==> src/rtl/transfer_address_unit_pkg.sv <==
// Shared types and constants for the transfer address unit and its IC serializer.
package transfer_address_unit_pkg;

    localparam int unsigned DefaultAw = 8;

    typedef enum logic [1:0] {
        StIdle,
        StUpdate,
        StShift
    } tau_state_e;

    // Bit counter must hold AW+1 (address bits plus syllable bit).
    function automatic int unsigned cnt_width(input int unsigned aw);
        return $clog2(aw + 2);
    endfunction

endpackage

==> src/rtl/transfer_address_unit_ic_serializer.sv <==
// Parallel-load shifter that sends {syllable, address} LSB first, one bit per cycle.
module transfer_address_unit_ic_serializer
    import transfer_address_unit_pkg::*;
#(
    parameter int unsigned AW = DefaultAw
) (
    input  logic        clk_i,
    input  logic        rst_i,
    input  logic        start_i,
    input  logic        load_i,
    input  logic [AW:0] data_i,
    output logic        ser_out_o,
    output logic        ser_vld_o,
    output logic        busy_o,
    output logic        done_o
);

    localparam int unsigned CntW = cnt_width(AW);

    logic [AW:0]     sh_q;
    logic [CntW-1:0] cnt_q;
    logic            ser_out_q;
    logic            vld_q;
    logic            busy_q;

    always_ff @(posedge clk_i) begin
        if (rst_i) begin
            sh_q      <= '0;
            cnt_q     <= '0;
            ser_out_q <= 1'b0;
            vld_q     <= 1'b0;
            busy_q    <= 1'b0;
        end else begin
            if (start_i) begin
                busy_q <= 1'b1;
            end
            if (load_i) begin
                // Bit 0 goes out immediately; cnt_q counts the bits still to come.
                ser_out_q <= data_i[0];
                sh_q      <= data_i >> 1;
                cnt_q     <= CntW'(AW);
                vld_q     <= 1'b1;
            end else if (vld_q) begin
                if (cnt_q == '0) begin
                    ser_out_q <= 1'b0;
                    vld_q     <= 1'b0;
                    busy_q    <= 1'b0;
                end else begin
                    ser_out_q <= sh_q[0];
                    sh_q      <= sh_q >> 1;
                    cnt_q     <= cnt_q - CntW'(1);
                end
            end
        end
    end

    assign ser_out_o = ser_out_q;
    assign ser_vld_o = vld_q;
    assign busy_o    = busy_q;
    assign done_o    = vld_q && (cnt_q == '0);

endmodule

==> src/rtl/transfer_address_unit.sv <==
// Instruction counter update on instruction boundaries, transfer-register clear pulse and
// serial IC output. Optional return-point capture (SAVED_IC) enabled by macro HOP_SAVE_EN.
module transfer_address_unit
    import transfer_address_unit_pkg::*;
#(
    parameter int unsigned AW     = DefaultAw,
    parameter bit          SYL_EN = 1'b1
) (
    input  logic          clk_i,
    input  logic          rst_i,
    input  logic          tr1_i,
    input  logic          instr_end_i,
    input  logic [AW-1:0] tgt_addr_i,
    input  logic          tgt_syl_i,
    output logic          cltr_o,
    output logic [AW:0]   ic_o,
`ifdef HOP_SAVE_EN
    output logic [AW:0]   saved_ic_o,
`endif
    output logic          ser_out_o,
    output logic          ser_vld_o,
    output logic          busy_o,
    output logic          seq_err_o
);

    tau_state_e  state_q;
    logic [AW:0] ic_q, ic_d;
    logic        cltr_q;
    logic        seq_err_q;
    logic        accept;
    logic        take;
    logic        ser_done;

    assign accept = (state_q == StIdle) && instr_end_i;
    assign take   = accept && tr1_i;

    always_comb begin
        ic_d = ic_q;
        if (take) begin
            ic_d = {(SYL_EN ? tgt_syl_i : 1'b0), tgt_addr_i};
        end else if (accept) begin
            // Sequential step wraps silently inside the address field.
            ic_d = {ic_q[AW], ic_q[AW-1:0] + AW'(1)};
        end
    end

    always_ff @(posedge clk_i) begin
        if (rst_i) begin
            state_q   <= StIdle;
            ic_q      <= '0;
            cltr_q    <= 1'b0;
            seq_err_q <= 1'b0;
        end else begin
            ic_q   <= ic_d;
            cltr_q <= take;
            if (instr_end_i && (state_q != StIdle)) begin
                seq_err_q <= 1'b1;
            end
            unique case (state_q)
                StIdle:   if (instr_end_i) state_q <= StUpdate;
                StUpdate: state_q <= StShift;
                StShift:  if (ser_done) state_q <= StIdle;
                default:  state_q <= StIdle;
            endcase
        end
    end

`ifdef HOP_SAVE_EN
    logic [AW:0] saved_ic_q;

    always_ff @(posedge clk_i) begin
        if (rst_i) begin
            saved_ic_q <= '0;
        end else if (take) begin
            saved_ic_q <= ic_q;
        end
    end

    assign saved_ic_o = saved_ic_q;
`endif

    transfer_address_unit_ic_serializer #(
        .AW(AW)
    ) u_ser (
        .clk_i     (clk_i),
        .rst_i     (rst_i),
        .start_i   (accept),
        .load_i    (state_q == StUpdate),
        .data_i    (ic_q),
        .ser_out_o (ser_out_o),
        .ser_vld_o (ser_vld_o),
        .busy_o    (busy_o),
        .done_o    (ser_done)
    );

    assign cltr_o    = cltr_q;
    assign ic_o      = ic_q;
    assign seq_err_o = seq_err_q;

endmodule
==> config.mk <==
export PLATFORM = sky130hd
export DESIGN_NAME = transfer_address_unit
export DESIGN_NICKNAME = d
export VERILOG_FILES = /design/src/rtl/transfer_address_unit_pkg.sv /design/src/rtl/transfer_address_unit_ic_serializer.sv /design/src/rtl/transfer_address_unit.sv
export SDC_FILE = /design/constraint.sdc
export NUM_CORES = 1
export LEC_CHECK = 0
export ABC_AREA = 1
export CORE_UTILIZATION = 35
export CTS_BUF_LIST = sky130_fd_sc_hd__clkbuf_4 sky130_fd_sc_hd__clkbuf_8
export DETAILED_ROUTE_END_ITERATION = 6
export GPL_TIMING_DRIVEN = 0
export SYNTH_ARGS = -nofsm -noshare
export SYNTH_HDL_FRONTEND = slang
export SYNTH_SLANG_ARGS = --single-unit
==> constraint.sdc <==
create_clock -name clk_i -period 2.06 [get_ports clk_i]
set_clock_uncertainty 0.15 [all_clocks]
set_input_delay 0.515 -clock clk_i [delete_from_list [all_inputs] [get_ports clk_i]]
set_output_delay 0.515 -clock clk_i [all_outputs]
set_load 0.02 [all_outputs]
# Word level (Yosys, flattened, before mapping)
# Index checks and enable logic that the tools add are counted.
# op_classes
n_mux	21
n_eq_ne	5
reduce_logical	13
addsub	2
bitwise_logic	1
# ops
operator	count
8-bit two-way mux	4
4-bit two-way mux	3
1-bit two-way mux	10
9-bit two-way mux	1
8-bit by 1-bit adder with 8-bit output, second input constant	1
2-bit case mux with 3 select lines	1
2-bit AND reduction	3
2-bit nonzero test	3
1-bit logical AND	4
4-bit zero test	1
2-bit two-way mux	2
2-bit inequality test, second input constant	2
4-bit by 1-bit subtractor with 4-bit output, second input constant	1
2-bit by 1-bit equality test with 1-bit output, second input constant	1
2-bit equality test, second input constant	1
2-bit zero test	1
2-bit by 1-bit inequality test with 1-bit output, second input constant	1
2-bit OR reduction	1
1-bit NOT	1
# word_totals
register_bits	28
output_inout_bits	14

# Longest topological paths before layout
# Gate-level depths: netlist (run 1).
# logic_depth
depth_word	6
ltp_mapped	9
mapped_depth_nobuf	9

# Modules after synthesis
# From an unflattened synthesis (run 1), not the netlist that was laid out.
# unflattened
cells_unflattened	206
hier_area_um2	1461.4
# modules_own_cells
mod	n_inst	cells_each	seq_area_each_um2	area_per_inst_um2
transfer_address_unit	1	104	260.2	732.0
transfer_address_unit_ic_serializer	1	102	300.3	729.4

# Worst setup path after synthesis (run 1)
# No wires, ideal clock.
# synth_timing
path_kind	register -> register
from	reg ic_q[0], in the netlist ic_o[0]
to	reg ic_q[6], in the netlist ic_o[6]
required_ns	1.795
setup_slack_ns	0.654
n_path_buf	0
synth_period_minus_slack_ns	1.406
arrival_ns	1.141
setup_time_ns	0.115
path_stages_with_launch	7
path_cell_list	dfxtp_1 > ha_1 > nand3_1 > nor2_1 > nand4_1 > nand3_1 > nor2_1
# synth_between
elab_chain_len	3
# synth_rtl
element	line	text
from (decl)	transfer_address_unit.sv:27	logic [AW:0] ic_q, ic_d;
from (signal assigned)	transfer_address_unit.sv:54	ic_q <= ic_d;
8-bit by 1-bit adder with 8-bit output	transfer_address_unit.sv:43	ic_d = {ic_q[AW], ic_q[AW-1:0] + AW'(1)};
8-bit two-way mux	transfer_address_unit.sv:41	end else if (accept) begin
9-bit two-way mux	transfer_address_unit.sv:39	if (take) begin
# Every way passes these cells. The select of a mux whose other input is x is not followed.
# A chain may end at the register's enable or synchronous reset.

# Worst setup path in the final report (run 1)
# layout_timing
from	reg ic_q[2], in the netlist ic_o[2]
to	out ic_o[2]
# layout_lines
element	line	text
to (decl)	transfer_address_unit.sv:16	output logic [AW:0] ic_o,
# No word-level cell between the ends.

==> results of run 1 <==
-- cells by family after synthesis --
logic type,count (synthesis),synth area share [%]
compound gates,33,14.25
fa+ha+maj,2,1.850
buf+inv,27,8.327
flops,28,41.44
simple gates,103,34.14
-- report_power, final --
part | leakage, uW | internal, uW | switching (uW)
Combinational | 0.000481 | 102 | 135
Sequential | 0.000229 | 573 | 27.8
Clock | 0.0000357 | 260 | 175
-- what timing repair did --
action                     4_1_cts  5_1_grt
setup endpoints to repair        1        2
hold buffers                     0        0
buffers inserted                 0        0
resized for setup                1        2
gates cloned                     0        0
-- metrics by stage --
step           TNS [ns]  utilization (%)  power, uW  instances
6_report              0            47.39       1272        271
5_1_grt               0            47.39       1345        271
4_1_cts               0            47.25       1292        271
3_5_place_dp   -0.05401            45.35      854.2        267
3_3_place_gp   -0.05077            45.35      853.2        267
2_1_floorplan         0                -      753.3        193
-- worst max path at each step --
stage,depth (start not counted),end,start
after global routing,1,ic_o[7],ic_o[7]
after CTS,1,ic_o[1],ic_o[1]
final,1,ic_o[2],ic_o[2]
after global placement,5,u_ser.sh_q[6],rst_i
after floorplan,6,ic_o[6],ic_o[0]
after detailed placement,5,u_ser.sh_q[6],rst_i
-- cells in the mapped netlist (3+ instances only) --
cell type and count:
nor2_4 3, inv_2 7, a21oi_1 9, nand3_1 16
nand2_1 49, nor2_1 27, dfxtp_1 28, inv_1 16
o21ai_0 12, a211oi_1 4
-- cell usage in the layout, fill, tap and decap left out, types with 2 or more instances in the layout --
cell             count
a211oi_1             4
a21oi_1              9
clkbuf_1             2
clkbuf_8             3
clkdlybuf4s50_1     23
dfxtp_1             28
dlymetal6s2s_1       2
ha_1                 2
inv_1               16
inv_2                7
nand2_1             49
nand3_1             16
nand4_1              2
nor2_1              27
nor2_4               3
nor3_1               2
o21ai_0             12
o21ai_1              2
-- routing by layer --
metal  vias to the layer above  share of wire (%)  GRT usage, %
li1                        682                  -             -
met1                       562                 51         20.97
met2                        27                 44         27.93
met3                         5                4.2         4.464
met4                         0               0.88         3.333
met5                         -                  0             0
-- sequential cells by signal, summed over array words and instances (netlist names) --
signal,count
u_ser.sh_q,8
u_ser.ser_vld_o,1
seq_err_o,1
state_q,2
ic_o,9
u_ser.ser_out_o,1
u_ser.busy_o,1
cltr_o,1
u_ser.cnt_q,4
-- cell type report --
type	instances	area share, %
multi-input combinational	138	38.87
sequential	28	32.07
timing repair buffer	26	15.10
inverter	23	4.939
tap	48	3.436
clock buffer	3	2.362
clock inverter	1	1.718
buffer	4	1.503
==> metrics.txt, run 1 <==
layout cells sized above 1 8.520%; cts bufs inserted 3; Post-Syn Nets 208; CP Buf/Inv Count 1; Slew headroom 61.64%; critical path class register to output pin; cells after synthesis 193; Critical Path AT 1.33 ns; YS warnings 0; Worst-Margin Slew 0.5754 ns; # diodes 0; Crit Reg-Reg Startpoint u_ser.cnt_q[0]; clk slew on worst S/H paths 0.10 ns; # rows 22; 1st-pass router iterations 5; Detailed Route Iter0 Violations 61; routability congestion estimate 0.7680; Clock Path Buffers 2; grt total ovfl 0; multi-input combinational cell area 679.4 um^2; synth top area cells dfxtp_1 41%, nand2_1 14%, nor2_1 7.5%; Vias 1276; Power Dens Cells 727.9 mW/mm^2; Hold Slack 0.3238 ns; Root Driver clkbuf_8; total die area 0.004117 mm^2; Final WS setup 0.06550 ns; RSZ-0062 raised after global routing no; post-DP HPWL 2.329 mm; Unique masters post-synth 27; placed inst area 0.001673 mm^2; crit-path cells clkdlybuf4s50_1; Crit path max-delay family buffers and inverters; max frequency 501.4 MHz; Post-synth top flop dfxtp_1; Hold EP u_ser.cnt_q[0]; FF+latch count, synth 28; DRC 0; IO Pins 27; Chip Height 64.17 um; crit path time final 1.994 ns; area grow syn2layout 29.23%; min-delay worst type register to register; Max-Cap Viols 0; Detailed Route WL 3.058 mm; Die Wd 64.17 um; crit path capture type output pin; Data required, critical path 1.39 ns; CTS HTree Levels 1; # fillers 379; register-to-register setup slack 0.48 ns; Critical Path Slowest Stage Cell clkdlybuf4s50_1; Peak VDD IR 0.4206 mV; final number of hold-violating endpoints 0; R2R cell count 9; number of global-route vias before repair 1178; initial antenna violation count 0; WL/cell 11.28 um; Hold Crit Start u_ser.cnt_q[0]; largest net degree at the start of global routing 17; Largest stage delay, worst path 0.63 ns; Worst Path Max Fanout 5; leak pwr 0.0007457 uW; critical path launch point type register; vias per cell 4.708; Tot GR Track Use 16.52%; clk_lat worst skew 0.28 ns; nets 239; clk sink count 28; number of endpoints failing setup at the final stage 0; sequential fraction of the synthesis area 41.44%; Synth top area share 41.44%; first-pass GRT wire length 5.326 mm; asr flop ratio synth 0%; initial core utilization 36.67%; ratio of final minimum period to clock period 96.82%; Netlist Area Pre-Place 0.001353 mm^2; Final Slew Violations 0; design area 0.001748 mm^2; post-route ant nets 0; Post-synth EDFFs 0; CTS tree built; Reg-to-Reg End u_ser.sh_q[4]; outcome finished, final reports clean; Yosys top cell by area dfxtp_1; Avg Synthesized Cell Area 7.008 um^2; hold-critical path depth 2; worst slack, placed -0.03461 ns; core area 0.003689 mm^2; Register Area 560.5 um^2; # port buffers 26
Power figures use the tool's default switching activity.
==> run 2: changes to the inputs <==
--- a/config.mk
+++ b/config.mk
@@ -10,6 +10,7 @@
 export CTS_BUF_LIST = sky130_fd_sc_hd__clkbuf_4 sky130_fd_sc_hd__clkbuf_8
 export DETAILED_ROUTE_END_ITERATION = 6
 export GPL_TIMING_DRIVEN = 0
+export SKIP_CTS_REPAIR_TIMING = 1
 export SYNTH_ARGS = -nofsm -noshare
 export SYNTH_HDL_FRONTEND = slang
 export SYNTH_SLANG_ARGS = --single-unit
==> metrics.txt, run 2 (synthesized netlist as in run 1, its figures left out) <==
outcome finished, final reports clean; routability congestion estimate 0.7680 (unchanged); Data required, critical path 1.39 ns (about the same); leak pwr 0.0007569 uW (+1.5%); initial core utilization 36.67% (unchanged); worst slack, placed -0.03461 ns (unchanged); crit path capture type output pin; Hold Crit Start u_ser.cnt_q[0]; core area 0.003689 mm^2 (unchanged); IO Pins 27 (unchanged); Clock Path Buffers 2 (unchanged); Chip Height 64.17 um (unchanged); Root Driver clkbuf_8; critical path class register to output pin; DRC 0 (unchanged); max frequency 501.7 MHz (about the same); critical path launch point type register; Worst Path Max Fanout 5 (unchanged); cts bufs inserted 3 (unchanged); grt total ovfl 0 (unchanged); Sw Share 26.47% (-0.064 points); Clock power frac 34.1% (about the same); total die area 0.004117 mm^2 (unchanged); # rows 22 (unchanged); ratio of final minimum period to clock period 96.77% (about the same); clk slew on worst S/H paths 0.10 ns (about the same); number of global-route vias before repair 1180 (+0.17%); CP Buf/Inv Count 1 (unchanged); Final Slew Violations 0 (unchanged); area grow syn2layout 29.51%; internal power 935.7 uW (+0.10%); Crit path max-delay family buffers and inverters; crit-path cells clkdlybuf4s50_1; Comb power frac 18.7% (about the same); WL/cell 11.30 um (about the same); layout cells sized above 1 8.520% (unchanged); Crit Reg-Reg Startpoint u_ser.cnt_q[0]; Worst-Margin Slew 0.5754 ns (unchanged); Detailed Route Iter0 Violations 43 (-30%); R2R cell count 9 (unchanged); clk_lat worst skew 0.28 ns (about the same); Max-Cap Viols 0 (unchanged); # port buffers 26 (unchanged); Peak VDD IR 0.4200 mV (-0.12%); Power Dens Cells 726.4 mW/mm^2 (-0.20%); hold-critical path depth 2 (unchanged); initial antenna violation count 0 (unchanged); min-delay worst type register to register; post-route ant nets 0 (unchanged); Final WS setup 0.06658 ns (+0.001076 ns); nets 239 (unchanged); sequential share of power 47.2% (about the same); CTS HTree Levels 1 (unchanged); Critical Path AT 1.33 ns (about the same); Reg-to-Reg End u_ser.sh_q[4]; commonest non-fill, non-tap cell in the layout nand2_1; Slew headroom 61.64% (unchanged); Die Wd 64.17 um (unchanged); Sum Neg Setup Slack 0 ns (unchanged); 1st-pass router iterations 4 (-1); crit path time final 1.993 ns (-0.001076 ns); Critical Path Slowest Stage Cell clkdlybuf4s50_1; Vias 1269 (-0.55%); final number of hold-violating endpoints 0 (unchanged); first-pass GRT wire length 5.299 mm (-0.51%); largest net degree at the start of global routing 17 (unchanged); number of flip-flops in the largest register 9 (unchanged); Hold EP u_ser.cnt_q[0]; register-to-register setup slack 0.48 ns (about the same); clk sink count 28 (unchanged); Tot GR Track Use 16.45% (-0.075 points); vias per cell 4.683 (-0.55%); Largest stage delay, worst path 0.63 ns (about the same); RSZ-0062 raised after global routing no; post-DP HPWL 2.329 mm (unchanged); CTS tree built; Net Switching 336.8 uW (-0.22%); number of endpoints failing setup at the final stage 0 (unchanged); commonest non-fill, non-tap cells in the layout 49 x nand2_1, 28 x dfxtp_1, 27 x nor2_1; # diodes 0 (unchanged); Detailed Route WL 3.061 mm (about the same)
[run 2: cell count changes in the layout (fill, tap and decap cells not counted)]
cell	delta
dlygate4sd2_1	-1
dlymetal6s2s_1	+1
[run 2: metal layers]
metal  share of wire [%]  vias to the layer above  track usage [%]
met1                  51                      557            20.86
met2                  44                       25            27.79
met4                0.88                        0            3.333
li1                    -                      682                -
met3                 4.0                        5            4.464
met5                   0                        -                0
[run 2: power by group through the flow]
stage	Sequential, uW	Combinational (uW)	Clock (uW)
global placement	613	240	0
global route	606	264	477
finish	601	238	434
CTS	601	242	450
floorplan	633	120	0
detailed placement	613	241	0
[run 2: worst max path at each step]
stage	endpoint	slack [ns]	cells past startpoint	startpoint
2_1_floorplan	ic_o[6]	0.65	6	ic_o[0]
3_3_place_gp	u_ser.sh_q[6]	-0.04	5	rst_i
3_5_place_dp	u_ser.sh_q[6]	-0.03	5	rst_i
4_1_cts	ic_o[0]	-0.03	1	ic_o[0]
5_1_grt	ic_o[7]	0.005	1	ic_o[7]
6_report	ic_o[2]	0.07	1	ic_o[2]
[run 2: per-stage QoR]
step / instances / total power, uW / utilization, % / hold WS [ns] / area, um^2
6_report: 271 / 1272 / 47.49 / 0.3236 / 1752
5_1_grt: 271 / 1346 / 47.49 / 0.3365 / 1752
4_1_cts: 271 / 1293 / 47.29 / 0.3306 / 1744
3_5_place_dp: 267 / 854.2 / 45.35 / 0.3127 / 1673
3_3_place_gp: 267 / 853.2 / 45.35 / 0.3036 / 1673
2_1_floorplan: 193 / 753.3 / - / 0.2945 / 1353
[run 2: cell type report]
type / count / area, um^2
fillers: 380 / 1937
multi-input cells: 138 / 679.4
flip-flops and latches: 28 / 560.5
well taps: 48 / 60.06
clock buffers: 3 / 41.29
repair buffers: 26 / 267.8
plain buffers: 4 / 26.28
clock inverters: 1 / 30.03
inverters: 23 / 86.33
==> run 3: changes to the inputs <==
--- a/config.mk
+++ b/config.mk
@@ -10,6 +10,7 @@
 export CTS_BUF_LIST = sky130_fd_sc_hd__clkbuf_4 sky130_fd_sc_hd__clkbuf_8
 export DETAILED_ROUTE_END_ITERATION = 6
 export GPL_TIMING_DRIVEN = 0
+export REMOVE_ABC_BUFFERS = 1
 export SKIP_CTS_REPAIR_TIMING = 1
 export SYNTH_ARGS = -nofsm -noshare
 export SYNTH_HDL_FRONTEND = slang
==> metrics.txt, run 3 (synthesized netlist as in run 1, its figures left out) <==
outcome finished, final reports clean; number of flip-flops in the largest register 9 (unchanged); critical path launch point type register; 1st-pass router iterations 4 (unchanged); Vias 1274 (+0.39%); clk slew on worst S/H paths 0.09 ns (about the same); first-pass GRT wire length 5.368 mm (+1.3%); Worst-Margin Slew 0.6219 ns (+0.04654 ns); leak pwr 0.0007393 uW (-2.3%); DRC 0 (unchanged); hold-critical path depth 2 (unchanged); Root Driver clkbuf_8; post-DP HPWL 2.231 mm (-4.2%); crit path capture type output pin; WL/cell 11.18 um (-1.0%); # port buffers 26 (unchanged); # diodes 0 (unchanged); Max-Cap Viols 0 (unchanged); vias per cell 4.754 (+1.5%); area grow syn2layout 28.49%; largest net degree at the start of global routing 21 (+4); Hold Crit Start u_ser.sh_q[4]; layout cells sized above 1 9.091% (+0.57 points); Critical Path Slowest Stage Cell clkdlybuf4s50_1; Die Wd 64.17 um (unchanged); Detailed Route WL 2.996 mm (-2.1%); Clock Path Buffers 2 (unchanged); Reg-to-Reg End u_ser.sh_q[5]; initial antenna violation count 0 (unchanged); Hold EP u_ser.sh_q[4]; clk_lat worst skew 0.27 ns (about the same); Tot GR Track Use 16.25% (-0.20 points); crit path time final 2.000 ns (+0.006959 ns); Crit path max-delay family buffers and inverters; Crit Reg-Reg Startpoint state_q[1]; clk sink count 28 (unchanged); Util after Layout 47.12% (-0.37 points); min-delay worst type register to register; CTS HTree Levels 1 (unchanged); number of endpoints failing setup at the final stage 0 (unchanged); commonest non-fill, non-tap cell in the layout nand2_1; R2R cell count 7 (-2); Largest stage delay, worst path 0.64 ns (about the same); grt total ovfl 0 (unchanged); final number of hold-violating endpoints 0 (unchanged); Register Area 561.8 um^2 (+0.22%); Power Dens Cells 727.4 mW/mm^2 (+0.13%); Worst Path Max Fanout 5 (unchanged); multi-input combinational cell area 679.4 um^2 (unchanged); Final Slew Violations 0 (unchanged); Slew headroom 58.47% (-3.2 points); post-route ant nets 0 (unchanged); cts bufs inserted 3 (unchanged); # fillers 400 (+5.3%); IO Pins 27 (unchanged); Data required, critical path 1.39 ns (about the same); commonest non-fill, non-tap cells in the layout 49 x nand2_1, 27 x nor2_1, 27 x dfxtp_1; nets 236 (-1.3%); CTS tree built; initial core utilization 36.67% (unchanged); CP Buf/Inv Count 1 (unchanged); # rows 22 (unchanged); number of global-route vias before repair 1245 (+5.5%); Peak VDD IR 0.5138 mV (+22%); core area 0.003689 mm^2 (unchanged); crit-path cells clkdlybuf4s50_1; Sum Neg Setup Slack 0 ns (unchanged); max frequency 499.9 MHz (-0.35%); register-to-register setup slack 0.38 ns (-0.10 ns); ratio of final minimum period to clock period 97.11% (+0.34 points); RSZ-0062 raised after global routing no; critical path class register to output pin; routability congestion estimate 0.7948 (+3.5%); Critical Path AT 1.34 ns (about the same); Detailed Route Iter0 Violations 47 (+9.3%); Chip Height 64.17 um (unchanged); total die area 0.004117 mm^2 (unchanged)
## run 3: cell types whose count changed in the layout (fill, tap and decap cells not counted), sizes merged
cell / previous run / this run
inv: 23 / 22
buf: 2 / 1
clkbuf: 5 / 3
clkinvlp: 0 / 1
## run 3: layer usage
| layer | GRT usage [%] | vias up | share of wire (%) | routed length (um) |
|---|---|---|---|---|
| li1 | - | 682 | - | - |
| met1 | 20.41 | 573 | 49 | 1474 |
| met2 | 28.06 | 17 | 47 | 1401 |
| met3 | 4.464 | 2 | 3.6 | 107 |
| met4 | 2.500 | 0 | 0.43 | 13 |
| met5 | 0 | - | 0 | 0 |
## run 3: stage by stage
stage,std cells,total power [uW],worst slack [ns],cell area (um^2),hold WS (ns)
finish,268,1264,0.05962,1738,0.3227
global route,268,1331,0.01061,1738,0.3429
global placement,263,846.0,-0.3266,1647,0.2989
detailed placement,263,846.4,-0.3280,1647,0.3085
floorplan,189,744.7,0.6488,1326,0.2953
CTS,267,1276,-0.04730,1718,0.3255
## run 3: final cells by class
class | instances | area share (%)
clock inverter | 1 | 1.728
inverter | 23 | 5.184
timing repair buffer | 27 | 15.84
clock buffer | 3 | 2.376
sequential | 28 | 32.33
tap | 48 | 3.456
multi-input combinational | 138 | 39.09
## run 3: how the worst max path moves through the flow
| stage | slack (ns) | endpoint | depth (start not counted) | from |
|---|---|---|---|---|
| final | 0.06 | ic_o[4] | 1 | ic_o[4] |
| after global placement | -0.33 | u_ser.cnt_q[1] | 4 | rst_i |
| after detailed placement | -0.33 | u_ser.cnt_q[1] | 4 | rst_i |
| after floorplan | 0.65 | state_q[1] | 5 | state_q[1] |
| after global routing | 0.01 | ic_o[4] | 1 | ic_o[4] |
| after CTS | -0.05 | u_ser.cnt_q[1] | 4 | rst_i |
## run 3: worst min-delay path, stage by stage, from the launching register on
cell and delay (ns):
dfxtp_1 0.32, nand3_1 0.07, nand2_1 0.05
## run 3: power by group
group / internal [uW] / leakage, uW / switching, uW
Combinational: 99.1 / 0.000475 / 134
Clock: 260 / 0.0000357 / 169
Sequential: 573 / 0.000229 / 28.2
